==> src/rtl/prog_sequencer.sv <==
// prog_sequencer: streams a small program image (up to DEPTH bytes) into the
// cpu `in` port, one byte per clock. When no program byte is issued it drives
// NOP_CODE with o_out_valid low.
// Optional feature macro: PSEQ_LOOP_EN. When it is defined, i_loop=1 at the
// end of the program wraps back to byte 0 without a bubble. When it is
// undefined, i_loop is ignored and every run ends in DONE.
module prog_sequencer #(
  parameter int          DEPTH    = 16,
  parameter int          AW       = 4,
  parameter logic [7:0]  NOP_CODE = 8'h40
) (
  input  logic          clk,
  input  logic          reset,
  input  logic          i_load_en,
  input  logic [AW-1:0] i_load_addr,
  input  logic [7:0]    i_load_data,
  input  logic [AW:0]   i_prog_len,
  input  logic          i_start,
  input  logic          i_hold,
  input  logic          i_abort,
  input  logic          i_loop,
  output logic [7:0]    o_out_data,
  output logic          o_out_valid,
  output logic          o_busy,
  output logic          o_done,
  output logic [AW-1:0] o_pc
);

  typedef enum logic [1:0] {S_IDLE, S_RUN, S_DONE} state_t;

  localparam logic [AW:0]   DEPTH_L = (AW+1)'(DEPTH);
  localparam logic [AW:0]   LEN_ONE = (AW+1)'(1);
  localparam logic [AW-1:0] PC_ONE  = AW'(1);

  logic [7:0]    r_mem [DEPTH];
  state_t        r_state, w_state_nxt;
  logic [AW-1:0] r_pc, w_pc_nxt;
  logic [AW:0]   r_len, w_len_nxt;
  logic [7:0]    r_out_data, w_out_data_nxt;
  logic          r_out_valid, w_out_valid_nxt;
  logic          w_last;
  logic          w_loop;

  // Lengths beyond the image size are clamped to the full image.
  function automatic logic [AW:0] clamp_len(input logic [AW:0] len);
    clamp_len = (len > DEPTH_L) ? DEPTH_L : len;
  endfunction

`ifdef PSEQ_LOOP_EN
  assign w_loop = i_loop;
`else
  logic w_unused_loop;
  assign w_unused_loop = i_loop;
  assign w_loop        = 1'b0;
`endif

  assign w_last = ({1'b0, r_pc} == (r_len - LEN_ONE));

  // Image write port: only accepted while not streaming; never cleared by reset.
  always_ff @(posedge clk) begin
    if (i_load_en && (r_state != S_RUN))
      r_mem[i_load_addr] <= i_load_data;
  end

  // State and output registers.
  always_ff @(posedge clk) begin
    if (reset) begin
      r_state     <= S_IDLE;
      r_pc        <= '0;
      r_len       <= '0;
      r_out_data  <= NOP_CODE;
      r_out_valid <= 1'b0;
    end else begin
      r_state     <= w_state_nxt;
      r_pc        <= w_pc_nxt;
      r_len       <= w_len_nxt;
      r_out_data  <= w_out_data_nxt;
      r_out_valid <= w_out_valid_nxt;
    end
  end

  // Next-state and next-output logic; abort beats hold beats issue in RUN.
  always_comb begin
    w_state_nxt     = r_state;
    w_pc_nxt        = r_pc;
    w_len_nxt       = r_len;
    w_out_data_nxt  = NOP_CODE;
    w_out_valid_nxt = 1'b0;
    case (r_state)
      S_RUN: begin
        if (i_abort) begin
          w_state_nxt = S_IDLE;
          w_pc_nxt    = '0;
        end else if (!i_hold) begin
          w_out_data_nxt  = r_mem[r_pc];
          w_out_valid_nxt = 1'b1;
          if (w_last) begin
            w_pc_nxt = '0;
            if (!w_loop)
              w_state_nxt = S_DONE;
          end else begin
            w_pc_nxt = r_pc + PC_ONE;
          end
        end
      end
      default: begin
        if (i_start && (i_prog_len != '0)) begin
          w_len_nxt   = clamp_len(i_prog_len);
          w_pc_nxt    = '0;
          w_state_nxt = S_RUN;
        end
      end
    endcase
  end

  assign o_out_data  = r_out_data;
  assign o_out_valid = r_out_valid;
  assign o_busy      = (r_state == S_RUN);
  assign o_done      = (r_state == S_DONE);
  assign o_pc        = r_pc;

endmodule

==> config.mk <==
export PLATFORM = sky130hd
export DESIGN_NAME = prog_sequencer
export DESIGN_NICKNAME = d
export VERILOG_FILES = /design/src/rtl/prog_sequencer.sv
export SDC_FILE = /design/constraint.sdc
export NUM_CORES = 1
export LEC_CHECK = 0
export ABC_AREA = 1
export CORE_MARGIN = 5
export CORE_UTILIZATION = 45
export DETAILED_ROUTE_END_ITERATION = 12
export HOLD_SLACK_MARGIN = 0.02
export PLACE_DENSITY = 0.66
export SYNTH_ARGS = -nofsm -noshare
export SYNTH_HDL_FRONTEND = slang
export SYNTH_SLANG_ARGS = --single-unit
export TNS_END_PERCENT = 20
==> constraint.sdc <==
create_clock -name clk -period 2.1 [get_ports clk]
set_input_delay 0.42 -clock clk [delete_from_list [all_inputs] [get_ports clk]]
set_output_delay 0.42 -clock clk [all_outputs]
set_load 0.03 [all_outputs]
# Word-level counts from Yosys, hierarchy flattened
# Memories as Yosys holds them, arrays and structs flattened. A register that Yosys moved wholly into a read port is not among the register bits.
# Cells that the tools add are included.
# op_classes
n_bitwise,1
muxes,14
eq_ne,6
magnitude_cmp,1
reduce_logical,9
addsub,2
# ops
op,n
4-bit two-way mux,5
2-bit two-way mux,5
4-bit by 5-bit == test with 1-bit output,1
"5-bit > comparator, second input constant",1
5-bit two-way mux,1
5-bit nonzero test,1
"5-bit by 1-bit subtractor with 5-bit output, second input constant",1
"4-bit by 1-bit adder with 4-bit output, second input constant",1
2-bit AND reduction,2
4-bit OR reduction,1
1-bit two-way mux,3
"3-bit by 2-bit inequality test with 1-bit output, second input constant",1
"3-bit inequality test, second input constant",1
3-bit AND reduction,1
3-bit OR reduction,1
"2-bit by 1-bit == test with 1-bit output, second input constant",1
"2-bit == test, second input constant",1
1-bit logical AND,2
"2-bit by 1-bit inequality test with 1-bit output, second input constant",1
2-bit nonzero test,1
1-bit inverter,1
# totals
memories,1
output_inout_bits,15
word_cells,38
ram_bits,128
register_bits,12
# mem_list
name,depth,width,rd,rd_ports_with_merged_regs,write_ports,line,source
r_mem,16,8,1,1,1,35,logic [7:0] r_mem [DEPTH];

# Longest topological paths before layout
# logic_depth
depth_word,6
ltp_mapped,13

# Least setup slack after synthesis
# OpenSTA, ideal clock, no wires.
# synth_timing
path_type,register to register
startpoint,register r_state[1]
endpoint,"memory r_mem[0][0], enable pin"
path_slack_ns,0.570
stages_incl_launch_ff,5
t_arrival_ns,1.159
required_ns,1.730
synth_period_minus_slack_ns,1.530
path_buffers,0
cell_sequence,dfxtp_1 -> nor2_4 -> nor2_1 -> nand3_1 -> nor2_1
# synth_between
elab_chain_cells,4
# synth_lines
element,line,source
start: declaration,36,"state_t r_state, w_state_nxt;"
start signal: assignment,74,r_state <= w_state_nxt;
2-bit by 1-bit inequality test with 1-bit output,61,if (i_load_en && (r_state != S_RUN))
1-bit logical AND,61,
1-bit two-way mux,61,
1-bit two-way mux (not written as such),62,r_mem[i_load_addr] <= i_load_data;
end: declaration,35,
# No other way between the ends.

# Worst setup path in the final report
# layout_timing
startpoint,"register r_pc[3], in the netlist o_pc[3]"
endpoint,output port o_pc[3]
# layout_lines
element,line,source
start: declaration,37,"logic [AW-1:0] r_pc, w_pc_nxt;"
start signal: assignment,75,r_pc <= w_pc_nxt;
end: declaration,26,output logic [AW-1:0] o_pc
# No word-level cell between the ends.

==> qor.csv <==
metric,value,unit
Fin Clk Skew,0.00571,ns
PwrDens,959,mW/mm^2
IO Pins,39,
Slowest cell on crit path,clkdlybuf4s50_1,
Synth top area share,64.3,%
endpoint type of the worst setup path,primary output,
Post-Synthesis Cells,515,
first-pass GRT wire length,20600,um
Synth Cell Area,0.00598,mm^2
grt total ovfl,0,
post-layout util,55.1,%
outcome,finished clean,
Critical Path Start,o_pc[3],
met1 GRT Util,22.9,%
Syn-to-layout area delta,21.1,%
leading area contributor after synthesis,edfxtp_1,
largest cells by area after synthesis,"edfxtp_1, nor2_1, dfxtp_1, o21ai_0, nand2_1",
Num CTS Buffers,17,
largest net degree at the start of global routing,70,
Max Slew Vio Count,0,
cell with the most instances after synthesis,edfxtp_1,
busiest grt layer,met2,
Leak,2.57,nW
detailed-route wire length,13000,um
starting DRC count in detailed routing,315,
die height,125,um
DRC,0,
async set-reset flop share out of synthesis,0,%
DR vias/cell,5.27,
routability cong.,0.807,
Initial Utilization,45.5,%
Max stage delay on crit path,0.70,ns
ordered cell list for the critical path,clkdlybuf4s50_1,
top post-synthesis cells by count,"edfxtp_1, nor2_1, o21ai_0, nand2_1, o21ai_1",
Tot Pwr,6.95,mW
Worst VDD drop,671,uV
final hold viol count,0,
GRT met3 Usage,3.97,%
# hold bufs at CTS,0,
# diodes,0,
drt wl/cell,17.1,um
sequential fraction of the synthesis area,70.9,%
max capacitance violation total,0,
worst-margin pin slew,0.696,ns
fin crit share,93.5,%
WP buf/inv,1,
Yosys Warn Count,0,
pre-CTS WS,0.126,ns
Mapped Nets,541,
Hold/Removal Path Class,reg -> reg,
Final WS setup,0.136,ns
WP data required,1.68,ns
chip width,125,um
DPL Wire Length,8150,um
layout net count,599,
Setup TNS,0,ns
share of layout cells above drive strength 1,12.1,%
depth of the CTS H-tree,4,
hold slack,0.471,ns
DR pass1 iterations,7,
"EDFF count, synth",128,
worst r2r src,o_pc[0],
Routed Antenna Nets,0,
vias in the first global route,3917,
core area,0.0131,mm^2
Rows,42,
crit path max fanout,4,
Total GRT Usage,17.1,%
CP arrival,1.54,ns
CP Launch Type,register,
Clock Tree Buf Depth,2,
Mean Syn Cell Area,11.6,um^2
fmax,509,MHz
clk_lat worst skew,0.43,ns
Period minus WS final,1.96,ns
initial antenna violation count,0,
"Distinct cells, synth",27,
Die ar.,0.0157,mm^2
critical path class,reg -> out,
# port buffers,37,
via count,4016,
"CTS clk-pin slew, worst paths",0.06,ns
Slew headroom,53.4,%
number of synthesized register bits,148,
CTS tree,yes,
Post-CTS Setup Bufs,0,
min-delay src,r_len[4],
met2 Use GR,26.5,%
CTS Root Cell,clkbuf_16,
unrepaired setup endpoints after global routing,no,
prevailing post-synth register cell,edfxtp_1,
Crit path max-delay family,buffers and inverters,
CTS sink count,148,
final setup fails,0,
worst paths after layout:
path / to / slack (ns) / depth (start not counted)
worst min register to register: r_len[4] / 0.47 / 2
worst max-delay path: o_pc[3] / 0.14 / 1
worst max register to register: o_out_data[4] / 0.44 / 10
worst min-delay path: r_len[4] / 0.47 / 2
area by class of cell:
type / count / area, um^2
clock buffer: 17 / 425
multi-input combinational: 316 / 1490
fill: 1089 / 5890
inverter: 26 / 97.6
tap: 176 / 220
clock inverter: 15 / 160
sequential: 148 / 4250
timing repair buffer: 64 / 608
where the power goes:
part	internal [mW]	switching [mW]	leakage [nW]
registers	3.25	0.0235	1.32
clock network	1.75	1.19	0.273
logic	0.246	0.487	0.983
cells in the final DEF (no fill, tap or decap), types with 2 or more instances in the layout:
cell,n
buf_4,27
clkinvlp_4,4
a211oi_1,3
a21oi_2,3
ha_1,2
xor2_1,2
o21ai_1,26
clkbuf_16,17
clkinv_4,6
dfxtp_1,19
buf_12,3
bufinv_16,2
edfxtp_1,128
o221ai_1,9
nand3_1,18
dlymetal6s2s_1,2
o211ai_1,2
clkdlybuf4s50_1,32
inv_1,22
nand2_1,53
o22ai_1,9
clkinv_1,2
inv_2,3
a21oi_1,11
o21ai_0,63
nor2_1,111
worst register-to-register path: cells and delay by family (launching register included):
family          cells  cell delay, ns
compound gates      3            0.33
buf+inv             2            0.44
flops               1            0.34
simple gates        5            0.48
logic make-up after synthesis:
group	Yosys count	share of synthesized area [%]
AND/OR/NAND/NOR	186	12.5
flip-flops	148	70.9
AO/OA/AOI/OAI	126	11.7
buffers and inverters	51	4.18
XOR/XNOR	2	0.293
adder cells (fa/ha/maj)	2	0.418
sequential cells by signal, summed over array words and instances, names as in the netlist:
name	cells
o_out_valid	1
r_mem	128
r_state	2
r_len	5
o_out_data	8
o_pc	4
per-stage QoR:
| stage | cells | area, um^2 |
|---|---|---|
| final | 762 | 7240 |
| after global routing | 762 | 7240 |
| after CTS | 762 | 7240 |
| after detailed placement | 730 | 6650 |
| after global placement | 730 | 6650 |
| after floorplan | 515 | 5980 |
timing repair:
item,CTS,global route
endpoints found under the setup margin,0,2
hold endpoints to repair,0,0
resized for setup,0,2
routing by layer:
| layer | routed length [um] | up-vias | share of wire, % |
|---|---|---|---|
| met1 | 5800 | 1908 | 45 |
| met4 | 253 | 0 | 1.9 |
| met3 | 887 | 19 | 6.8 |
| met5 | 0 | - | 0 |
| li1 | - | 1946 | - |
| met2 | 6070 | 143 | 47 |
No activity file was read; power rests on OpenSTA's default activity.
